File: src/rtl/strb_ram_rd_streamer_pkg.sv
// Shared definitions for the strobed-RAM read streamer.
//   state_e     : burst sequencer states
//   rd_latency  : RAM port B read latency from the output-register setting
package strb_ram_rd_streamer_pkg;

    typedef enum logic [1:0] {
        ST_IDLE  = 2'd0,
        ST_ISSUE = 2'd1,
        ST_DRAIN = 2'd2
    } state_e;

    function automatic int unsigned rd_latency(input bit oreg_en);
        return oreg_en ? 32'd2 : 32'd1;
    endfunction

endpackage

File: src/rtl/strb_ram_rd_fifo.sv
// First-word-fall-through FIFO holding {last, data} beats between the RAM read
// pipeline and the output stream.
// Ports:
//   clk, rst    : clock, synchronous active-high reset (flushes contents)
//   push_i      : write wdata_i this cycle
//   wdata_i     : entry to write
//   pop_i       : consume the head entry (ignored when empty)
//   valid_o     : head entry present
//   rdata_o     : head entry, stable until popped
//   count_o     : number of stored entries (pre-pop value this cycle)
module strb_ram_rd_fifo #(
    parameter int WIDTH = 129,
    parameter int DEPTH = 4
) (
    input  logic                       clk,
    input  logic                       rst,
    input  logic                       push_i,
    input  logic [WIDTH-1:0]           wdata_i,
    input  logic                       pop_i,
    output logic                       valid_o,
    output logic [WIDTH-1:0]           rdata_o,
    output logic [$clog2(DEPTH):0]     count_o
);
    localparam int PW = $clog2(DEPTH);
    localparam logic [PW:0] FULL = DEPTH[PW:0];

    logic [WIDTH-1:0] mem_q [DEPTH];
    logic [PW-1:0]    wr_ptr_q, wr_ptr_d;
    logic [PW-1:0]    rd_ptr_q, rd_ptr_d;
    logic [PW:0]      count_q,  count_d;
    logic             do_push, do_pop;

    // Upstream credit accounting keeps pushes away from a full FIFO; the guard
    // only protects contents if that invariant is ever broken.
    assign do_pop  = pop_i && (count_q != '0);
    assign do_push = push_i && ((count_q != FULL) || do_pop);

    always_comb begin
        wr_ptr_d = wr_ptr_q;
        rd_ptr_d = rd_ptr_q;
        count_d  = count_q;
        if (do_push) wr_ptr_d = wr_ptr_q + 1'b1;
        if (do_pop)  rd_ptr_d = rd_ptr_q + 1'b1;
        if (do_push && !do_pop)      count_d = count_q + 1'b1;
        else if (!do_push && do_pop) count_d = count_q - 1'b1;
    end

    always_ff @(posedge clk) begin
        if (rst) begin
            wr_ptr_q <= '0;
            rd_ptr_q <= '0;
            count_q  <= '0;
        end else begin
            wr_ptr_q <= wr_ptr_d;
            rd_ptr_q <= rd_ptr_d;
            count_q  <= count_d;
        end
    end

    always_ff @(posedge clk) begin
        if (do_push) mem_q[wr_ptr_q] <= wdata_i;
    end

    assign valid_o = (count_q != '0);
    assign rdata_o = mem_q[rd_ptr_q];
    assign count_o = count_q;

endmodule

File: src/rtl/strb_ram_rd_streamer.sv
// Read-side streamer for the nibble-strobed buffer RAM. Accepts one burst
// command at a time, issues port B reads under a credit check so that every
// outstanding read has a FIFO slot, and emits the words as a valid/ready stream
// with a last flag.
// Ports:
//   clk, rst                 : clock, synchronous active-high reset
//   cmd_valid/ready/addr/len : burst command (len = beats - 1)
//   ram_*_b                  : RAM port B (read-only, output reg always enabled)
//   m_valid/ready/data/last  : output stream
//   busy                     : burst in progress until its last beat is taken
//
// state    | meaning
// ---------+------------------------------------------------------------
// ST_IDLE  | ready for a command
// ST_ISSUE | issuing reads while credit allows
// ST_DRAIN | all reads issued, waiting for the last beat to be popped
module strb_ram_rd_streamer
    import strb_ram_rd_streamer_pkg::*;
#(
    parameter int    AWIDTH     = 12,
    parameter int    DWIDTH     = 128,
    parameter string OREG_B     = "TRUE",
    parameter int    LEN_W      = 8,
    parameter int    FIFO_DEPTH = 4
) (
    input  logic              clk,
    input  logic              rst,
    input  logic              cmd_valid,
    output logic              cmd_ready,
    input  logic [AWIDTH-1:0] cmd_addr,
    input  logic [LEN_W-1:0]  cmd_len,
    output logic              ram_en_b,
    output logic              ram_we_b,
    output logic              ram_rst_b,
    output logic [AWIDTH-1:0] ram_addr_b,
    output logic              ram_oreg_ce_b,
    input  logic [DWIDTH-1:0] ram_rd_data_b,
    output logic              m_valid,
    input  logic              m_ready,
    output logic [DWIDTH-1:0] m_data,
    output logic              m_last,
    output logic              busy
);
    localparam int LAT = int'(rd_latency(OREG_B == "TRUE"));
    localparam int CW  = $clog2(FIFO_DEPTH) + 1;
    localparam int SW  = CW + 1;

    state_e             state_q, state_d;
    logic [AWIDTH-1:0]  addr_q,  addr_d;
    logic [LEN_W-1:0]   rem_q,   rem_d;
    logic               busy_q,  busy_d;
    logic [LAT-1:0]     sr_vld_q,  sr_vld_d;
    logic [LAT-1:0]     sr_last_q, sr_last_d;

    logic [SW-1:0]      inflight;
    logic [CW-1:0]      fifo_count;
    logic               credit_ok, issue, issue_last;
    logic               fifo_valid, fifo_last, pop;
    logic [DWIDTH:0]    fifo_rdata;

    always_comb begin
        inflight = '0;
        for (int i = 0; i < LAT; i++) inflight = inflight + SW'(sr_vld_q[i]);
    end

    // Pre-pop count: a slot freed this cycle is not reused until next cycle.
    assign credit_ok  = (inflight + SW'(fifo_count)) < SW'(FIFO_DEPTH);
    assign issue      = (state_q == ST_ISSUE) && credit_ok;
    assign issue_last = issue && (rem_q == '0);
    assign pop        = fifo_valid && m_ready;

    always_comb begin
        state_d = state_q;
        addr_d  = addr_q;
        rem_d   = rem_q;
        busy_d  = busy_q;
        case (state_q)
            ST_IDLE: begin
                if (cmd_valid) begin
                    addr_d  = cmd_addr;
                    rem_d   = cmd_len;
                    busy_d  = 1'b1;
                    state_d = ST_ISSUE;
                end
            end
            ST_ISSUE: begin
                if (issue) begin
                    addr_d = addr_q + 1'b1;
                    rem_d  = rem_q - 1'b1;
                    if (rem_q == '0) state_d = ST_DRAIN;
                end
            end
            ST_DRAIN: begin
                if (pop && fifo_last) begin
                    busy_d  = 1'b0;
                    state_d = ST_IDLE;
                end
            end
            default: state_d = ST_IDLE;
        endcase
    end

    // Stage i holds the read issued i+1 cycles ago; the oldest stage lines up
    // with the RAM data for that read.
    always_comb begin
        sr_vld_d     = sr_vld_q;
        sr_last_d    = sr_last_q;
        sr_vld_d[0]  = issue;
        sr_last_d[0] = issue_last;
        for (int i = 1; i < LAT; i++) begin
            sr_vld_d[i]  = sr_vld_q[i-1];
            sr_last_d[i] = sr_last_q[i-1];
        end
    end

    always_ff @(posedge clk) begin
        if (rst) begin
            state_q   <= ST_IDLE;
            addr_q    <= '0;
            rem_q     <= '0;
            busy_q    <= 1'b0;
            sr_vld_q  <= '0;
            sr_last_q <= '0;
        end else begin
            state_q   <= state_d;
            addr_q    <= addr_d;
            rem_q     <= rem_d;
            busy_q    <= busy_d;
            sr_vld_q  <= sr_vld_d;
            sr_last_q <= sr_last_d;
        end
    end

    strb_ram_rd_fifo #(
        .WIDTH (DWIDTH + 1),
        .DEPTH (FIFO_DEPTH)
    ) u_fifo (
        .clk     (clk),
        .rst     (rst),
        .push_i  (sr_vld_q[LAT-1]),
        .wdata_i ({sr_last_q[LAT-1], ram_rd_data_b}),
        .pop_i   (m_ready),
        .valid_o (fifo_valid),
        .rdata_o (fifo_rdata),
        .count_o (fifo_count)
    );

    assign fifo_last     = fifo_rdata[DWIDTH];
    assign cmd_ready     = (state_q == ST_IDLE) && !rst;
    assign ram_en_b      = issue;
    assign ram_we_b      = 1'b0;
    assign ram_rst_b     = rst;
    assign ram_addr_b    = addr_q;
    assign ram_oreg_ce_b = 1'b1;
    assign m_valid       = fifo_valid;
    assign m_data        = fifo_rdata[DWIDTH-1:0];
    assign m_last        = fifo_valid && fifo_last;
    assign busy          = busy_q;

endmodule

File: config.mk
export PLATFORM = sky130hd
export DESIGN_NAME = strb_ram_rd_streamer
export DESIGN_NICKNAME = d
export VERILOG_FILES = /design/src/rtl/strb_ram_rd_streamer_pkg.sv /design/src/rtl/strb_ram_rd_fifo.sv /design/src/rtl/strb_ram_rd_streamer.sv
export SDC_FILE = /design/constraint.sdc
export NUM_CORES = 1
export LEC_CHECK = 0
export ABC_AREA = 1
export BUFFER_PORTS_ARGS = -buffer_cell sky130_fd_sc_hd__buf_2
export CAP_MARGIN = 0
export CORE_ASPECT_RATIO = 1.25
export CORE_MARGIN = 4
export CORE_UTILIZATION = 51
export CTS_CLUSTER_SIZE = 40
export DETAILED_ROUTE_END_ITERATION = 8
export PLACE_DENSITY = 0.81
export SYNTH_ARGS = -nofsm -noshare
export SYNTH_HDL_FRONTEND = slang
export SYNTH_SLANG_ARGS = --single-unit
File: constraint.sdc
create_clock -name clk -period 6.9 [get_ports clk]
set_input_delay 0 -clock clk [delete_from_list [all_inputs] [get_ports clk]]
set_output_delay 0 -clock clk [all_outputs]
set_load 0.03 [all_outputs]
== After elaboration in Yosys (flattened, before gate mapping) ==
Memory sizes are Yosys's and may differ from the RTL's. A register that Yosys moved wholly into a read port is not among the register bits.
Cells that the tools add are included.

* Flip-flop bits (word level): 34
* Memory bits (writable): 516
* Bits of input ports: 152
* Output and inout port bits: 148
* Word-level logic and storage cells: 68
* Memories: 1

* $add $sub $neg: 8
* $lt $le $gt $ge: 1
* Equality and inequality tests: 7
* Muxes and demuxes: 20
* Reduce and logical (&&, ||, !) cells: 22

{| class="wikitable"
|+ Memories
! memory !! depth !! width !! rd ports !! clocked after Yosys merged registers in !! write ports !! RTL line !! source
|-
| u_fifo.mem_q || 4 || 129 || 1 || 1 || 1 || strb_ram_rd_fifo.sv:27 || <nowiki>logic [WIDTH-1:0] mem_q [DEPTH];</nowiki>
|}

{| class="wikitable"
|+ Operators with widths
! operator !! number
|-
| $mux 12 || 2
|-
| $pmux 12 s2 || 1
|-
| $mux 8 || 2
|-
| $pmux 8 s2 || 1
|-
| $add 12x1->12 const B || 1
|-
| $mux 2 || 6
|-
| $logic_and 1x1->1 || 9
|-
| $logic_not 8->1 || 1
|-
| $sub 8x1->8 const B || 1
|-
| $mux 3 || 2
|-
| $ne 2x2->1 const B || 3
|-
| $pmux 2 s3 || 1
|-
| $reduce_and 3->1 || 2
|-
| $reduce_bool 2->1 || 3
|-
| $add 2x1->2 const B || 2
|-
| $add 2x3->4 || 1
|-
| $lt 4x3->1 const B || 1
|-
| $mux 1 || 4
|-
| $reduce_and 4->1 || 1
|-
| $add 3x1->3 const B || 1
|-
| $logic_not 1->1 || 3
|-
| $ne 3x3->1 const B || 1
|-
| $reduce_bool 3->1 || 1
|-
| $sub 3x1->3 const B || 1
|-
| other kinds (7) || 7
|}

== Depth between registers and ports, before layout ==
Gate-level depths: netlist (run 1).

* Depth after elaboration: 8
* Depth in mapped cells: 14
* Mapped depth without buffers: 14

== Hierarchy ==
Synthesis (run 1) repeated with hierarchy kept, for this count alone.

* Cell total of the unflattened synthesis: 1590
* Area total of the unflattened synthesis: 21294.2 µm²

{| class="wikitable"
|+ Modules (own cells, without submodules)
! module !! instances !! cells each !! area each (µm²) !! seq. area each (µm²)
|-
| strb_ram_rd_fifo || 1 || 1317 || 19626.3 || 15675.0
|-
| strb_ram_rd_streamer || 1 || 273 || 1667.8 || 540.5
|}

== Worst setup path after synthesis (run 1) ==
Ideal clock, no wire load.

* Kind: flip-flop to flip-flop
* Start point: register u_fifo.count_q[0] (netlist: u_fifo.count_o[0])
* End point: memory u_fifo.mem_q[0][0], enable pin
* Setup time: 0.619 ns
* Arrival time: 6.465 ns
* Required time: 6.281 ns
* Slack: -0.184 ns
* Stages on the path, launching flop included: 7
* Buffers on the path: 0
* Period minus slack after synthesis: 7.084 ns
* Path through: dfxtp_1 -> nor2_1 -> nand2_1 -> nand2_1 -> nand3_1 -> nand2_2 -> nor2_1

* Longest elaborated chain between the ends: 6
* Elaborated cells on any way between the ends: 7
* Classes of those cells: eq/ne (1); mux (2); reduce/logical (4)

{| class="wikitable"
|+ RTL lines
! item !! RTL line !! source
|-
| start, declared || strb_ram_rd_fifo.sv:30 || <nowiki>logic [PW:0] count_q, count_d;</nowiki>
|-
| start signal, assigned || strb_ram_rd_fifo.sv:56 || <nowiki>count_q <= count_d;</nowiki>
|-
| $reduce_bool 3->1 || -- ||
|-
| via m_valid || strb_ram_rd_streamer.sv:38 || <nowiki>output logic m_valid,</nowiki>
|-
| $logic_and 1x1->1 || strb_ram_rd_fifo.sv:35 || <nowiki>assign do_pop = pop_i && (count_q != '0);</nowiki>
|-
| $logic_or 1x1->1 || strb_ram_rd_fifo.sv:36 || <nowiki>assign do_push = push_i && ((count_q != FULL) || do_pop);</nowiki>
|-
| $logic_and 1x1->1 || strb_ram_rd_fifo.sv:36 ||
|-
| $mux 1 || strb_ram_rd_fifo.sv:61 || <nowiki>if (do_push) mem_q[wr_ptr_q] <= wdata_i;</nowiki>
|-
| $mux 1 (not written as such) || strb_ram_rd_fifo.sv:61 ||
|-
| end, declared || strb_ram_rd_fifo.sv:27 ||
|}

The timed path passes the listed nets, and every way through them passes these cells.

==> impl_metrics.ini, run 1 <==
[synthesis]
synth_edf_count = 516
ys_warn_count = 0
synth_area_mm2 = 0.0211
synth-seq-area-share = 0.767
synth_top_area_cell = edfxtp_1
ys_types = 30
synthArstFlopShare = 0
synth_seq_cells = 552
synth_top_area_share = 0.733
synth_flop_cell = edfxtp_1
ys_top_cells_by_area = edfxtp_1, o21ai_0, nor2_1, o22ai_1, dfxtp_1
syn_area_per_cell_um2 = 13.3
syn_nets = 1747
syn_inst = 1585

[cells_and_area]
drive_gt1_frac = 0.193
fin_util = 0.638
instances_no_fill = 2608
area_delta_synth_final_pct = 23.7
fin_nets = 2175

[detailed_routing]
antenna_left = 0
avgRoutedWirePerCell_um = 19.7
vias = 14600
drt-initial-drc-count = 1519
totalWireLength_um = 51500
via_per_inst = 5.61
drt_pass1_iterations = 5
drc_errors = 0

[sta]
slew_violations = 0
fin_crit_ns = 3.50
fin_tns_setup_ns = 0
relSlewSlack = 0.263
fin_hold_ws_ns = 0.182
finalSetupViolCount = 0
final_hold_viol_count = 0
post-route-period-util = 0.507
fmax_mhz = 286
worst_slew_pin_slew_ns = 1.11
rsz0062_at_grt = false
worst_clock_skew_ns = 0.0172

[placed_design]
dp_hpwl_um = 27200
gp_congestion = 0.847
dp_cells = 2351
io_buffer_count = 297

[floorplan]
initial_core_util = 0.515
num_rows = 83
die_x_um = 190
die_area_mm2 = 0.0448
io_pins = 300
fp.coreArea_mm2 = 0.0410
die_height_um = 236

[power]
pwr-share-clk = 0.279
internal_power_mw = 6.06
power_density_mw_per_mm2 = 360
power_switching_mw = 3.35
p_sw_frac = 0.356
vdd_drop_max_v = 0.000270
combPwrFrac = 0.297
leakagePower_nw = 9.34
power_mw = 9.42
p_seq_frac = 0.425

[job]
drv_cap = 0

[setup_path]
crit_arrival_ns = 3.50
crit_path_top_delay_cell = buf_4
path_cells = inv_6 -> buf_4 -> o21ai_0 -> o22ai_1 -> buf_2
crit_end = m_data[0]
r2r-start = u_fifo.count_o[0]$_SDFFE_PP0P_
reg2reg_to = u_fifo.mem_q[3][126]$_DFFE_PP_
endpoint_kind = output port
critPathKind = reg -> out
cp_max_fo = 112
cp.required_ns = 6.90
ff2ff_path_depth = 7
startpoint_type = register
slowest_delay_ns = 0.73
ff2ff_setup_slack_ns = 3.77

[clock_network]
clk_pin_slew_ns = 0.06
htree_levels = 2
clockRootBuffer = clkbuf_16
clkLatencyLatePin_ns = 0.56
clockBufferDepth = 3
cts.sinks = 552
cts_buffers = 50
cts_tree = done
cts_setup_buffers = 0

[global_route]
grt_pass1_vias = 14500
grt_usage = 0.219
grt.overflow.total = 0
antenna_found_initial = 4
grt_max_degree = 113
grt_pass1_wl_um = 78600

[status]
status = finished, final reports clean

[min_path]
hold_path.class = in -> reg
min_from = ram_rd_data_b[22]
cell usage in the layout, fill, tap and decap left out:
cell type	instances
conb_1	2
inv_6	3
nand2_2	2
buf_2	297
nand2_1	85
nand3_1	25
nor2_4	6
inv_1	39
clkinvlp_4	2
o22ai_1	129
o21ai_1	5
a21oi_1	29
diode_2	4
nor2_2	1
dfxtp_1	34
buf_4	14
o21bai_1	1
clkbuf_1	10
clkbuf_16	51
inv_16	1
bufinv_16	3
edfxtp_1	516
o21ai_0	278
dlygate4sd3_1	162
clkinv_2	7
nor2_1	304
inv_2	5
ha_1	9
clkinv_1	15
nand4_1	4
inv_4	1
dfxtp_4	2
fa_1	1
nor4_2	1
nor3_1	1
nand3_4	1
a31oi_1	5
xor2_1	1
registers in the layout (all words and copies together), names as in the netlist, named ones only:
signal / count
sr_last_q: 2
busy: 1
rem_q: 8
state_q: 2
sr_vld_q: 2
u_fifo.count_o: 3
u_fifo.rd_ptr_q: 2
ram_addr_b: 12
u_fifo.mem_q: 516
u_fifo.wr_ptr_q: 2
cells in the mapped netlist, types with 9 or more instances:
cell type,n
edfxtp_1,516
nor2_1,308
o21ai_0,278
o22ai_1,129
nand2_1,85
clkbuf_1,43
inv_1,40
dfxtp_1,36
a21oi_1,29
buf_2,29
nand3_1,25
buf_4,10
ha_1,9
per-stage QoR:
stage / setup slack (ns) / area, um^2
after global routing: 3.24 / 26200
final: 3.40 / 26200
after detailed placement: 3.78 / 23000
after floorplan: -0.184 / 21100
after CTS: 3.41 / 26100
after global placement: 3.82 / 23000
what timing repair did:
item	in CTS	in global routing
endpoints found under the setup margin	0	0
endpoints found under the hold margin	545	0
resized for setup	0	0
hold buffers	162	0
how the worst min path moves through the flow:
stage | endpoint | slack [ns] | cells past startpoint
detailed placement | u_fifo.mem_q[3][4]$_DFFE_PP_ | 0.21 | 1
global placement | u_fifo.mem_q[0][90]$_DFFE_PP_ | 0.21 | 1
floorplan | u_fifo.mem_q[0][0]$_DFFE_PP_ | 0.1 | 0
finish | u_fifo.mem_q[0][22]$_DFFE_PP_ | 0.18 | 2
CTS | u_fifo.mem_q[0][22]$_DFFE_PP_ | 0.15 | 2
global route | u_fifo.mem_q[0][22]$_DFFE_PP_ | 0.17 | 2
cells by family (layout without fill, tap and decap cells):
kind of cell / Yosys count / in the layout / synth area share
flops: 552 / 552 / 0.767
compound gates: 447 / 447 / 0.114
simple gates: 430 / 430 / 0.0805
buf+inv: 143 / 610 / 0.0315
fa+ha+maj: 10 / 10 / 0.00627
other cells: 2 / 6 / 0.000355
xor+xnor: 1 / 1 / 0.000414
power by group through the flow:
stage	Clock, mW	Combinational (mW)	Sequential [mW]
after global routing	2.81	2.99	4.01
after floorplan	0	1.91	4.04
after CTS	2.67	2.75	3.99
final	2.62	2.79	4.00
after global placement	0	2.57	4.05
after detailed placement	0	2.64	4.06
cell type report:
cell class / count / area, um^2
Sequential cell: 552 / 16200
Tap cell: 552 / 691
Multi-Input combinational cell: 890 / 4290
Clock buffer: 61 / 1310
Clock inverter: 30 / 234
Timing Repair Buffer: 473 / 3210
Fill cell: 2793 / 14900
Antenna cell: 4 / 10.0
Inverter: 46 / 180
layer usage:
| layer | up-vias | global-route usage | share of wire |
|---|---|---|---|
| met1 | 7120 | 0.278 | 0.37 |
| met2 | 740 | 0.378 | 0.50 |
| met5 | - | 0 | 0.00025 |
| met3 | 105 | 0.0479 | 0.095 |
| met4 | 2 | 0.0680 | 0.029 |
| li1 | 6665 | - | - |
worst max-delay path, delay by kind of cell, from the launching register on:
| kind | cells | cell delay, ns |
|---|---|---|
| flip-flops | 1 | 0.58 |
| buffers and inverters | 3 | 1.68 |
| AO/OA/AOI/OAI | 2 | 0.54 |
Note: power is estimated with default switching activity, not from simulation.
==> run 2, diff against run 1 <==
--- a/config.mk
+++ b/config.mk
@@ -5,15 +5,15 @@
 export SDC_FILE = /design/constraint.sdc
 export NUM_CORES = 1
 export LEC_CHECK = 0
-export ABC_AREA = 1
+export ABC_AREA = 0
 export BUFFER_PORTS_ARGS = -buffer_cell sky130_fd_sc_hd__buf_2
 export CAP_MARGIN = 0
 export CORE_ASPECT_RATIO = 1.25
 export CORE_MARGIN = 4
-export CORE_UTILIZATION = 51
+export CORE_UTILIZATION = 57
 export CTS_CLUSTER_SIZE = 40
 export DETAILED_ROUTE_END_ITERATION = 8
-export PLACE_DENSITY = 0.81
+export PLACE_DENSITY = 0.86
 export SYNTH_ARGS = -nofsm -noshare
 export SYNTH_HDL_FRONTEND = slang
 export SYNTH_SLANG_ARGS = --single-unit
==> constraint.sdc (replaced) <==
create_clock -name clk -period 3.6 [get_ports clk]
set_input_delay 0 -clock clk [delete_from_list [all_inputs] [get_ports clk]]
set_output_delay 0 -clock clk [all_outputs]
set_load 0.03 [all_outputs]
==> impl_metrics.ini, run 2 <==
[sta]
final_hold_viol_count = 0
slew_violations = 0
relSlewSlack = 0.218
fin_crit_ns = 2.94
fin_hold_ws_ns = 0.0723
finalSetupViolCount = 0
fin_tns_setup_ns = 0
worst_slew_pin_slew_ns = 1.17
fmax_mhz = 341
worst_clock_skew_ns = 0.0197
rsz0062_at_grt = false
post-route-period-util = 0.816

[global_route]
grt_max_degree = 55
grt_pass1_wl_um = 78500
grt_pass1_vias = 12300
grt.overflow.total = 0
antenna_found_initial = 10
grt_usage = 0.266

[power]
internal_power_mw = 11.8
pwr-share-clk = 0.344
leakagePower_nw = 8.90
p_sw_frac = 0.274
vdd_drop_max_v = 0.000503
power_switching_mw = 4.47
combPwrFrac = 0.202
p_seq_frac = 0.453
power_density_mw_per_mm2 = 624

[synthesis]
synth-seq-area-share = 0.781
synth_top_area_share = 0.746
synth_area_mm2 = 0.0208
synthMuxAreaShare = 0.141
synth_top_family_by_area = multiplexers
synth_edf_count = 516
synth_most_common_cell = edfxtp_1
synth_flop_cell = edfxtp_1
synth-compound-area-share = 0.0290
synth-simple-area-share = 0.0245
synthXorXnorAreaFrac = 0.00253
ys_warn_count = 0
syn_inst = 930
ys_types = 62
synth_top_area_cell = edfxtp_1
synth_seq_cells = 552
synth_adder_area_share = 0.00639
syn_area_per_cell_um2 = 22.3
syn_nets = 1092
ys_top_cells_by_area = edfxtp_1, mux4_2, dfxtp_1, buf_4, ha_1
synthTopCellsByCount = edfxtp_1, mux4_2, dfxtp_1, nor2_1, a21oi_1
synthArstFlopShare = 0

[cells_and_area]
drive_gt1_frac = 0.376
final_common_cell = edfxtp_1
fin_nets = 1565
largest_reg_flops = 516
fin_util = 0.733
instances_no_fill = 1926
fillers = 1999
top_register = u_fifo.mem_q
final_area_mm2 = 0.0261
area_delta_synth_final_pct = 25.9
final_cell_mix = edfxtp_1, buf_2, dlygate4sd3_1, mux4_2, clkbuf_16

[setup_path]
ff2ff_path_depth = 5
path_cells = nor2b_1 -> a31oi_1 -> o311ai_1 -> a21bo_1 -> dlygate4sd3_1
cpLargestDelayFamily = compound AO/OA/AOI/OAI gates
crit_path_top_delay_cell = a31oi_1
slowest_delay_ns = 0.90
cp.buffers_inverters = 1
ff2ff_setup_slack_ns = 0.66
crit_cells = 5
cp_max_fo = 20
startpoint_type = register
critPathKind = reg -> reg
cp.required_ns = 4.09
crit_arrival_ns = 3.42
endpoint_kind = register

[detailed_routing]
via_per_inst = 6.02
drt-initial-drc-count = 1436
vias = 11600
drt_pass1_iterations = 5
avgRoutedWirePerCell_um = 27.1
antenna_left = 0
totalWireLength_um = 52200
drc_errors = 0

[clock_network]
clk_pin_slew_ns = 0.07
htree_levels = 2
clkLatencyLatePin_ns = 0.56
cts_buffers = 50
cts_tree = done
clockBufferDepth = 3
cts.sinks = 552
clockRootBuffer = clkbuf_16

[placed_design]
placed_area_mm2 = 0.0228
dp_cells = 1672
io_buffer_count = 297
dp_hpwl_um = 28900
gp_congestion = 0.906

[floorplan]
die_x_um = 179
num_rows = 77
initial_core_util = 0.583
fp.coreArea_mm2 = 0.0356
die_height_um = 221
io_pins = 300
die_area_mm2 = 0.0396

[min_path]
hold-path-cell-count = 4
hold_path.class = in -> reg

[job]
drv_cap = 0

[status]
status = finished, final reports clean
==> run 2: changes by cell type in the layout (fill, tap and decap cells not counted), moves of 8 or more <==
cell,before,now
o31ai_1,0,8
nand3_1,25,6
a211oi_1,0,9
clkinv_1,15,7
a21oi_1,29,21
dlygate4sd3_1,162,153
nor2_1,304,23
buf_12,0,8
mux4_2,0,129
nand2_1,85,15
o21ai_0,278,6
o22ai_1,129,1
inv_1,39,14
==> run 2: area by class of cell <==
| type | instances | area, um^2 | area share |
|---|---|---|---|
| inverters | 14 | 52.6 | 0.00201 |
| clock inverters | 25 | 322 | 0.0123 |
| well taps | 474 | 593 | 0.0227 |
| diodes | 7 | 17.5 | 0.000670 |
| flip-flops and latches | 552 | 16200 | 0.621 |
| multi-input cells | 318 | 4250 | 0.163 |
| repair buffers | 467 | 3250 | 0.124 |
| clock buffers | 69 | 1440 | 0.0550 |
==> run 2: logic make-up after synthesis <==
group           after synthesis
simple gates                 90
flops                       552
mux                         132
xor+xnor                      6
fa+ha+maj                    10
buf+inv                      60
other cells                   2
compound gates               78
==> run 2: metrics by stage <==
step           setup WS (ns)  power [mW]
2_1_floorplan          0.778        9.75
3_3_place_gp            1.29        10.6
3_5_place_dp            1.22        10.6
4_1_cts                0.831        16.3
5_1_grt                0.501        16.9
6_report               0.664        16.3
==> run 2: final timing paths <==
| check | start | to |
|---|---|---|
| max | state_q[0]$_SDFFE_PP0P_ | rem_q[5]$_SDFFE_PP0P_ |
| min reg2reg | sr_last_q[0]$_SDFF_PP0_ | sr_last_q[1]$_SDFF_PP0_ |
| min | m_ready | u_fifo.rd_ptr_q[0]$_SDFFE_PP0N_ |
| max reg2reg | state_q[0]$_SDFFE_PP0P_ | rem_q[5]$_SDFFE_PP0P_ |
==> run 2: power by group through the flow <==
stage,Combinational [mW],Clock (mW),Sequential (mW)
floorplan,2.28,0,7.47
global placement,3.06,0,7.51
detailed placement,3.11,0,7.52
CTS,3.29,5.63,7.39
global route,3.49,5.99,7.42
finish,3.30,5.62,7.40
==> run 2: timing repair <==
item | in CTS | in global routing
hold buffers | 153 | 0
gates resized for setup | 0 | 0
buffers inserted | 0 | 0
endpoints found under the hold margin | 535 | 0
==> run 2: layer usage <==
layer / vias up / wire length [um] / GRT usage
met5: - / 41 / 0
met4: 6 / 2030 / 0.0959
li1: 4853 / - / -
met3: 112 / 4340 / 0.0577
met2: 710 / 27800 / 0.463
met1: 5919 / 18100 / 0.329
==> run 2: worst reg2reg max path, delay by kind of cell, from the launching register on <==
family	cells	cell delay (ns)
compound gates	3	1.31
flops	1	0.82
simple gates	1	0.20
buf+inv	1	0.55
==> run 3, diff against run 2 <==
--- a/config.mk
+++ b/config.mk
@@ -5,15 +5,15 @@
 export SDC_FILE = /design/constraint.sdc
 export NUM_CORES = 1
 export LEC_CHECK = 0
-export ABC_AREA = 0
+export ABC_AREA = 1
 export BUFFER_PORTS_ARGS = -buffer_cell sky130_fd_sc_hd__buf_2
 export CAP_MARGIN = 0
 export CORE_ASPECT_RATIO = 1.25
 export CORE_MARGIN = 4
-export CORE_UTILIZATION = 57
+export CORE_UTILIZATION = 51
 export CTS_CLUSTER_SIZE = 40
 export DETAILED_ROUTE_END_ITERATION = 8
-export PLACE_DENSITY = 0.86
+export PLACE_DENSITY = 0.81
 export SYNTH_ARGS = -nofsm -noshare
 export SYNTH_HDL_FRONTEND = slang
 export SYNTH_SLANG_ARGS = --single-unit
==> constraint.sdc (replaced) <==
create_clock -name clk -period 2.5 [get_ports clk]
set_input_delay 0 -clock clk [delete_from_list [all_inputs] [get_ports clk]]
set_output_delay 0 -clock clk [all_outputs]
set_load 0.03 [all_outputs]
==> impl_metrics.ini, run 3 (same netlist as run 1, synthesis figures left out) <==
[setup_path]
cpLargestDelayFamily = buffers and inverters
endpoint_kind = output port
slowest_delay_ns = 0.59
cp.buffers_inverters = 2
crit_path_top_delay_cell = buf_4
cp_max_fo = 72
cp.required_ns = 2.50
path_cells = buf_4 -> o21ai_0 -> o22ai_1 -> buf_2
crit_arrival_ns = 2.43
startpoint_type = register
critPathKind = reg -> out

[detailed_routing]
drc_errors = 0
drt-initial-drc-count = 1282
totalWireLength_um = 51700
drt_pass1_iterations = 5
vias = 14700
via_per_inst = 5.61
avgRoutedWirePerCell_um = 19.7
antenna_left = 0

[cells_and_area]
instances_no_fill = 2619
final_area_mm2 = 0.0264
drive_gt1_frac = 0.205
final_cell_mix = edfxtp_1, nor2_1, buf_2, o21ai_0, dlygate4sd3_1
largest_reg_flops = 516
final_common_cell = edfxtp_1
top_register = u_fifo.mem_q
area_delta_synth_final_pct = 25.1
fin_nets = 2185
fillers = 2797

[clock_network]
cts_setup_buffers = 0
clockBufferDepth = 3
clockRootBuffer = clkbuf_16
cts_tree = done
clk_pin_slew_ns = 0.07
htree_levels = 2
clkLatencyLatePin_ns = 0.58
cts_buffers = 50
cts.sinks = 552

[floorplan]
die_x_um = 190
io_pins = 300
fp.coreArea_mm2 = 0.0410
num_rows = 83
die_height_um = 236
die_area_mm2 = 0.0448
initial_core_util = 0.515

[sta]
final_hold_viol_count = 0
relSlewSlack = 0.409
finalSetupViolCount = 0
slew_violations = 0
worst_slew_pin_slew_ns = 0.886
post-route-period-util = 0.971
fin_crit_ns = 2.43
rsz0062_at_grt = false
fmax_mhz = 412
worst_clock_skew_ns = 0.0274

[job]
drv_cap = 0

[placed_design]
io_buffer_count = 297
dp_cells = 2360
placed_area_mm2 = 0.0232
gp_congestion = 0.815
dp_hpwl_um = 27500

[min_path]
hold_path.class = in -> reg

[power]
leakagePower_nw = 9.46
vdd_drop_max_v = 0.000757
power_density_mw_per_mm2 = 987

[global_route]
grt_pass1_vias = 14800
grt_usage = 0.219
grt_pass1_wl_um = 78900
antenna_found_initial = 2
grt_max_degree = 185
grt.overflow.total = 0

[status]
status = finished, final reports clean
-- run 3: cell types whose count changed in the layout (fill, tap and decap cells not counted), sizes merged, moves of 33 or more --
cell   change
inv       +33
o22ai    +128
mux4     -129
nand2     +72
nor2     +287
o21ai    +275
-- run 3: final timing paths --
check,startpoint,end,slack [ns],depth (start not counted)
min,ram_rd_data_b[78],u_fifo.mem_q[1][78]$_DFFE_PP_,0.18,2
max,register,m_data[96],0.07,4
min reg2reg,sr_last_q[0]$_SDFF_PP0_,sr_last_q[1]$_SDFF_PP0_,0.42,2
max reg2reg,u_fifo.count_o[0]$_SDFFE_PP0P_,ram_addr_b[7]$_SDFFE_PP0P_,0.20,12
-- run 3: final cells by class --
cell class / count / area (um^2) / share of cell area
antenna: 4 / 10.0 / 0.000379
clock buffer: 55 / 1270 / 0.0480
clock inverter: 37 / 273 / 0.0103
inverter: 46 / 184 / 0.00696
multi-input combinational: 891 / 4330 / 0.164
sequential: 552 / 16200 / 0.614
tap: 552 / 691 / 0.0261
timing repair buffer: 482 / 3450 / 0.131
-- run 3: metal layers --
| layer | track usage | part of all wire | up-vias |
|---|---|---|---|
| met3 | 0.0485 | 0.083 | 100 |
| met5 | 0 | 0 | - |
| li1 | - | - | 6709 |
| met1 | 0.265 | 0.38 | 7206 |
| met2 | 0.393 | 0.52 | 682 |
| met4 | 0.0658 | 0.022 | 0 |
-- run 3: worst reg2reg max path, cell delays in order (launching register included) --
cell	delay [ns]
dfxtp_4	0.37
ha_1	0.27
nand2_1	0.06
nand2_1	0.05
nand2_1	0.06
nand2_1	0.14
nand2_2	0.15
nand3_4	0.21
inv_6	0.19
nand2_1	0.07
nand2_1	0.05
dlygate4sd3_1	0.55
a21oi_1	0.04
-- run 3: power breakdown --
part	internal, mW	switching (mW)	leakage [nW]
sequential	10.6	0.271	4.95
combinational	2.24	5.82	3.75
clock	3.90	3.27	0.762
-- run 3: stage by stage --
stage                     setup slack [ns]   util  setup TNS, ns  power (mW)  hold WS [ns]
after floorplan                     -0.658      -        -331.69        16.5        0.0989
after global placement               0.489  0.567              0        18.5         0.209
after detailed placement             0.481  0.567              0        18.7         0.215
after CTS                           0.0215  0.644              0        26.1         0.145
after global routing               0.00933  0.644              0        27.3         0.153
final                               0.0735  0.645              0        26.1         0.179
-- run 3: what timing repair did --
action	4_1_cts	5_1_grt
hold buffers	162	0
endpoints found under the hold margin	547	0
gates resized for setup	0	4
endpoints found under the setup margin	0	12
